$ cat src/rtl/block_fifo_pkg.sv
// Shared constants and sizing helper for the block_fifo slice.
package block_fifo_pkg;

    localparam int DEPTH_MIN = 2;
    localparam int DEPTH_MAX = 256;
    localparam int WIDTH_MAX = 64;

    // Pointer width for a power-of-two depth; never narrower than one bit.
    function automatic int ptr_w(input int depth);
        return (depth <= 2) ? 1 : $clog2(depth);
    endfunction

endpackage

$ cat src/rtl/block_fifo_ram.sv
// Whitebox storage model for block_fifo: DEPTH x WIDTH, one write port,
// one asynchronous read port, no reset.
module block_fifo_ram
    import block_fifo_pkg::*;
#(
    parameter int WIDTH = 8,
    parameter int DEPTH = 4
) (
    input  logic                      clk,
    input  logic                      we_i,
    input  logic [ptr_w(DEPTH)-1:0]   waddr_i,
    input  logic [WIDTH-1:0]          wdata_i,
    input  logic [ptr_w(DEPTH)-1:0]   raddr_i,
    output logic [WIDTH-1:0]          rdata_o
);

    logic [WIDTH-1:0] mem_q [DEPTH];

    always_ff @(posedge clk) begin
        if (we_i) begin
            mem_q[waddr_i] <= wdata_i;
        end
    end

    assign rdata_o = mem_q[raddr_i];

endmodule

$ cat src/rtl/block_fifo.sv
// Synchronous valid/ready FIFO with sticky overflow flag.
// Optional macro BLOCK_FIFO_BYPASS_EN adds a zero-latency empty pass-through.
module block_fifo
    import block_fifo_pkg::*;
#(
    parameter int WIDTH = 8,
    parameter int DEPTH = 4
) (
    input  logic                       clk,
    input  logic                       rst,
    input  logic [WIDTH-1:0]           a,
    input  logic                       a_valid,
    output logic                       a_ready,
    output logic [WIDTH-1:0]           o,
    output logic                       o_valid,
    input  logic                       o_ready,
    output logic [$clog2(DEPTH+1)-1:0] count,
    output logic                       ovf
);

    localparam int PW = ptr_w(DEPTH);
    localparam int CW = $clog2(DEPTH + 1);
    localparam logic [CW-1:0] FULL_CNT = CW'(DEPTH);

    logic [PW-1:0]    wr_ptr_q, wr_ptr_d;
    logic [PW-1:0]    rd_ptr_q, rd_ptr_d;
    logic [CW-1:0]    count_q, count_d;
    logic             ovf_q, ovf_d;
    logic [WIDTH-1:0] head;
    logic             empty, full, push, pop, pass;

    assign empty   = (count_q == '0);
    assign full    = (count_q == FULL_CNT);
    assign a_ready = !full && !rst;

`ifdef BLOCK_FIFO_BYPASS_EN
    // An empty FIFO forwards the write word directly when the reader takes it.
    assign pass    = empty && a_valid && o_ready;
    assign o_valid = !empty || a_valid;
    assign o       = empty ? a : head;
`else
    assign pass    = 1'b0;
    assign o_valid = !empty;
    assign o       = empty ? '0 : head;
`endif

    assign push = a_valid && a_ready && !pass;
    assign pop  = !empty && o_ready;

    always_comb begin
        wr_ptr_d = wr_ptr_q;
        rd_ptr_d = rd_ptr_q;
        count_d  = count_q;
        ovf_d    = ovf_q || (a_valid && !a_ready);
        if (push) begin
            wr_ptr_d = wr_ptr_q + PW'(1);
        end
        if (pop) begin
            rd_ptr_d = rd_ptr_q + PW'(1);
        end
        case ({push, pop})
            2'b10:   count_d = count_q + CW'(1);
            2'b01:   count_d = count_q - CW'(1);
            default: count_d = count_q;
        endcase
    end

    always_ff @(posedge clk) begin
        if (rst) begin
            wr_ptr_q <= '0;
            rd_ptr_q <= '0;
            count_q  <= '0;
            ovf_q    <= 1'b0;
        end else begin
            wr_ptr_q <= wr_ptr_d;
            rd_ptr_q <= rd_ptr_d;
            count_q  <= count_d;
            ovf_q    <= ovf_d;
        end
    end

    block_fifo_ram #(
        .WIDTH (WIDTH),
        .DEPTH (DEPTH)
    ) u_ram (
        .clk     (clk),
        .we_i    (push),
        .waddr_i (wr_ptr_q),
        .wdata_i (a),
        .raddr_i (rd_ptr_q),
        .rdata_o (head)
    );

    assign count = count_q;
    assign ovf   = ovf_q;

endmodule

$ cat config.mk
export PLATFORM = sky130hd
export DESIGN_NAME = block_fifo
export DESIGN_NICKNAME = d
export VERILOG_FILES = /design/src/rtl/block_fifo_pkg.sv /design/src/rtl/block_fifo_ram.sv /design/src/rtl/block_fifo.sv
export SDC_FILE = /design/constraint.sdc
export NUM_CORES = 1
export LEC_CHECK = 0
export ABC_AREA = 1
export CAP_MARGIN = 10
export CELL_PAD_IN_SITES_DETAIL_PLACEMENT = 0
export CELL_PAD_IN_SITES_GLOBAL_PLACEMENT = 2
export CORE_MARGIN = 4
export CORE_UTILIZATION = 37
export CTS_CLUSTER_SIZE = 30
export DETAILED_ROUTE_END_ITERATION = 16
export HOLD_SLACK_MARGIN = 0.08
export PLACE_DENSITY = 0.79
export SLEW_MARGIN = 10
export SYNTH_ARGS = -nofsm -noshare
export SYNTH_HDL_FRONTEND = slang
export SYNTH_SLANG_ARGS = --single-unit
$ cat constraint.sdc
create_clock -name clk -period 3 [get_ports clk]
set_input_delay 0.45 -clock clk [delete_from_list [all_inputs] [get_ports clk]]
set_output_delay 0.45 -clock clk [all_outputs]
set_load 0.01 [all_outputs]
After elaboration in Yosys (flattened, before gate mapping):

Memory sizes are Yosys's and may differ from the RTL's. A register that Yosys moved wholly into a read port is not among the register bits.
Cells that the tools add are included.

* muxes and demuxes: 6
* reductions and logical operators: 11
* equality and inequality tests: 3
* add/sub/neg operators: 4

Operators by type and width (count)
* $mux W8: 1
* $pmux W3 S2: 1
* $add A2 B1 Y2 const B: 2
* $logic_and A1 B1 Y1: 4
* $logic_not A1 Y1: 4
* $mux W2: 2
* $add A3 B1 Y3 const B: 1
* $eq A3 B3 Y1 const B: 1
* $logic_not A3 Y1: 1
* $sub A3 B1 Y3 const B: 1
* $eq A2 B1 Y1 const B: 1
* $eq A2 B2 Y1 const B: 1
* $mux W1: 2
* $reduce_bool A2 Y1: 1
* $logic_or A1 B1 Y1: 1

* bits in writable memories: 32
* word-level logic and storage cells: 29
* output and inout port bits: 14
* bits of input ports: 12
* memories kept: 1
* flip-flop bits (word level): 8

Memories
* u_ram.mem_q: depth 4, bits a word 8, read ports 1, clocked after memory_dff 1, write ports 1, RTL line block_fifo_ram.sv:17 `logic [WIDTH-1:0] mem_q [DEPTH];`

Logic depth before layout (Yosys ltp):

* depth in word-level cells: 6
* gate-level depth with buffers: 13
* mapped depth without buffers: 13

Hierarchy:

A second synthesis with hierarchy kept.

* cell total of the unflattened synthesis: 213
* area total of the unflattened synthesis: 1870.5 sq um

By module, submodules not included
* block_fifo_ram: times used 1, area an instance 1387.6 sq um, cells each 133
* block_fifo: times used 1, area an instance 483.0 sq um, cells each 80

Least setup slack after synthesis:

OpenSTA, ideal clock, no wires.

* path type: input port to flip-flop
* from: in rst
* to: reg count_q[2] (netlist: count[2])
* stages: 11
* slack: 1233 ps
* data required time: 2887 ps
* path buffers: 0
* data arrival time: 1655 ps
* path through: clkinv_1 nand3_2 ha_1 inv_1 fa_1 inv_1 nand2_1 nand3_1 nand2_1 nand2_1 nor2_1

* longest elaborated chain between the ends: 5
* elaborated cells on any way between the ends: 7

Ends and longest elaborated chain
* start, declared: RTL line block_fifo.sv:10 `input logic rst,`
* $logic_not A1 Y1: RTL line block_fifo.sv:34 `assign a_ready = !full && !rst;`
* $logic_and A1 B1 Y1: RTL line block_fifo.sv:34
* $logic_and A1 B1 Y1: RTL line block_fifo.sv:47 `assign push = a_valid && a_ready && !pass;`
* $eq A2 B1 Y1 / $eq A2 B2 Y1 (equally long branches): RTL line block_fifo.sv:61 `case ({push, pop})`
* $pmux W3 S2 / $reduce_bool A2 Y1 (equally long branches)
* end signal, assigned: RTL line block_fifo.sv:77 `count_q <= count_d;`
* end, declared: RTL line block_fifo.sv:27 `logic [CW-1:0] count_q, count_d;`

Parallel ways exist; a longest one is shown, timed or not.
A chain may end at the register's enable or synchronous reset.

==> impl_metrics.toml <==
[placed_design]
dp.final_hpwl_um = 2390
finalWeightedCongestion = 0.753
place_ws_ns = 0.495
dpl_cell_area_um2 = 2090
place.port_buffers = 25
placed_cells_incl_taps = 246

[finish]
most-common-layout-cells = "sky130_fd_sc_hd__nor2_1, sky130_fd_sc_hd__edfxtp_1, sky130_fd_sc_hd__clkdlybuf4s50_1"
layout.nets = 219
n_fill_cell = 410
ff_latch_area_um2 = 1160
antenna_cells_inserted = 0
final_layout_size_suffix_gt1_share_pct = 6.93
fin_area_um2 = 2200
finalCoreUtilization_pct = 48.8
area_delta_synth_final_pct = 23.2
finish.cell_count_without_fillers = 254
multi_input_gate_area_um2 = 500
layout.cells.most_common = "sky130_fd_sc_hd__nor2_1"

[critical_path]
crit_fanout = 17
worst-r2r-setup-slack_ns = 1.15
crit_path_cell_trace = "inv_2 -> o21ai_0 -> a21oi_1 -> clkdlybuf4s50_1"
path_buf_inv = 2
r2r.worst_path.cells = 12
timing.rr.start = "count[1]"
timing.critical_path.max_delay_family = "buffers and inverters"
crit_path_end_kind = "output port"
crit_path_start_kind = "flip-flop"
timing_worst_setup_path_type = "flip-flop to output port"
cp_data_arrival_time_ns = 2.10
critical_path_required_ns = 2.55
worst_path_max_delay_cell = "sky130_fd_sc_hd__dfxtp_1"
slowest_delay_ns = 0.72
reg2reg_to = "count[2]"

[logic_synthesis]
synthesis.area_um2 = 1780
synth.yosys.warnings = 0
synth_cells = 169
synth-seq-cells = 42
postSynthNetCount = 187
ys_types = 19
seq_area_frac_synth_pct = 65.2
syn_avg_cell_area_um2 = 10.5

[global_route]
grt_busiest_layer = "met2"
grt_use_total_pct = 12.1
groute.layer.met2.usage_pct = 21.0
global_route_wire_length_before_repair_um = 5530
first_global_vias = 1215
grt_antenna_before_repair = 0
grt.met1_usage_pct = 13.8
overflow = 0
met3_usage_pct = 3.70
maximum_number_of_pins_on_one_net_before_global_route_repair = 18

[detailed_routing]
post_drt_via_cell_ratio = 4.83
drtPass1Iterations = 4
drt_iter0_drc = 41
drt_wl_total_um = 3460
detail_route.drc_violations = 0
routed_wire_length_per_instance_um = 13.6
route.vias.total = 1226
ant_nets = 0

[cts]
ctsHoldBuffers = 0
numCtsBuffers = 5
clock_latency_ns = 0.29
tritoncts = "done"
clock_sink_count = 42
cts_post_setup_buffers_inserted = 0
cts.htree.levels = 2
clk_path_buf_depth = 2
root_buffer = "sky130_fd_sc_hd__clkbuf_8"
path_clk_slew_ns = 0.08
post_cts_resized = 0

[worst_hold_path]
worstHoldPathCells = 2
min_to = "rd_ptr_q[1]"
origin_of_the_worst_min_delay_path = "rd_ptr_q[1]"
holdCritPathClass = "flip-flop to flip-flop"

[power_and_ir_drop]
cellPowerDensity_nw_per_um2 = 800
power_mw = 1.76
leakagePower_nw = 0.829
worst_ir_drop_vdd_mv = 0.350

[run]
max_cap_viol_count = 0

[sta]
grt_setup_unrepaired = "false"
final-hold-violation-count = 0
final.period_utilization_pct = 85.1
final_report_max_slew_violation_count = 0
fin_crit_ns = 2.55
achievable-frequency_ghz = 0.392
skew_ns = 0.00994
finalSetupViolations = 0
finalSetupTns_ns = 0
setup_ws_ns = 0.447
max_slew.worst_pin.slew_ns = 0.613
slew_headroom_pct = 59.1
timing.hold.ws_ns = 0.511

[die]
fp-row-count = 24
die_w_um = 77.4
initial_utilization_pct = 39.6
die_height_um = 77.4
design.portCount = 26
die_area_um2 = 5990
design.core.area_um2 = 4500

[status]
result_of_the_run = "finished, final reports clean"
## power by group
group	leakage (nW)	switching, mW	total (mW)	internal, mW
Sequential	0.373	0.0570	0.736	0.679
Clock	0.0514	0.180	0.428	0.248
Combinational	0.405	0.321	0.594	0.274
Total	0.829	0.557	1.76	1.20
## logic make-up after synthesis
logic type               count (synthesis)  synth area share (%)
buffers and inverters                   25                  6.74
adder cells (fa/ha/maj)                  6                  4.63
AO/OA/AOI/OAI                           32                  8.99
AND/OR/NAND/NOR                         64                  14.5
flip-flops                              42                  65.2
## flip-flops by register name, summed over array words and instances, names as in the netlist, named ones only
name and count:
u_ram.mem_q 32, ovf 1, count 3, wr_ptr_q 2, rd_ptr_q 2
## Yosys cell counts
library cell	count	area, µm²
sky130_fd_sc_hd__nand2_1	15	56.3
sky130_fd_sc_hd__buf_6	1	11.3
sky130_fd_sc_hd__inv_2	1	3.75
sky130_fd_sc_hd__nor2_1	41	154
sky130_fd_sc_hd__o21ai_0	8	40.0
sky130_fd_sc_hd__nand4_1	1	6.26
sky130_fd_sc_hd__dfxtp_1	10	200
sky130_fd_sc_hd__buf_4	2	15.0
sky130_fd_sc_hd__inv_1	19	71.3
sky130_fd_sc_hd__buf_8	1	15.0
sky130_fd_sc_hd__edfxtp_1	32	961
sky130_fd_sc_hd__nand3_1	5	25.0
sky130_fd_sc_hd__clkinv_1	1	3.75
sky130_fd_sc_hd__a21oi_1	14	70.1
sky130_fd_sc_hd__nand3_2	1	10.0
sky130_fd_sc_hd__o21ai_1	10	50.1
sky130_fd_sc_hd__nand2_2	1	6.26
sky130_fd_sc_hd__fa_1	1	20.0
sky130_fd_sc_hd__ha_1	5	62.6
## per-layer routing
metal  wire [µm]  part of all wire (%)
met1        1480                    43
met2        1790                    52
met3         138                   4.0
met4          55                   1.6
met5           0                     0
## layout make-up
class / count / share of cell area [%]
Multi-Input combinational cell: 102 / 22.8
Sequential cell: 42 / 52.9
Inverter: 21 / 3.59
Timing Repair Buffer: 29 / 12.8
Clock buffer: 6 / 3.30
Clock inverter: 2 / 1.71
Tap cell: 52 / 2.96
## worst reg2reg max path: stages (launching register included)
cell and delay [ns]:
sky130_fd_sc_hd__dfxtp_1 0.34, sky130_fd_sc_hd__nor2_1 0.17, sky130_fd_sc_hd__nand2_1 0.13, sky130_fd_sc_hd__nand3_2 0.14
sky130_fd_sc_hd__ha_1 0.19, sky130_fd_sc_hd__inv_1 0.06, sky130_fd_sc_hd__fa_1 0.37, sky130_fd_sc_hd__inv_1 0.07
sky130_fd_sc_hd__nand2_1 0.04, sky130_fd_sc_hd__nand3_1 0.08, sky130_fd_sc_hd__nand2_1 0.06, sky130_fd_sc_hd__nand2_1 0.06
sky130_fd_sc_hd__nor2_1 0.04
## worst max path at each step
stage,from,endpoint,cells after the start
floorplan,rst,count[2],11
global placement,rst,count[2],12
detailed placement,rst,count[2],12
CTS,flip-flop,o[0],4
global route,flip-flop,o[3],4
finish,flip-flop,o[0],4
Note: power is estimated with default switching activity, not from simulation.
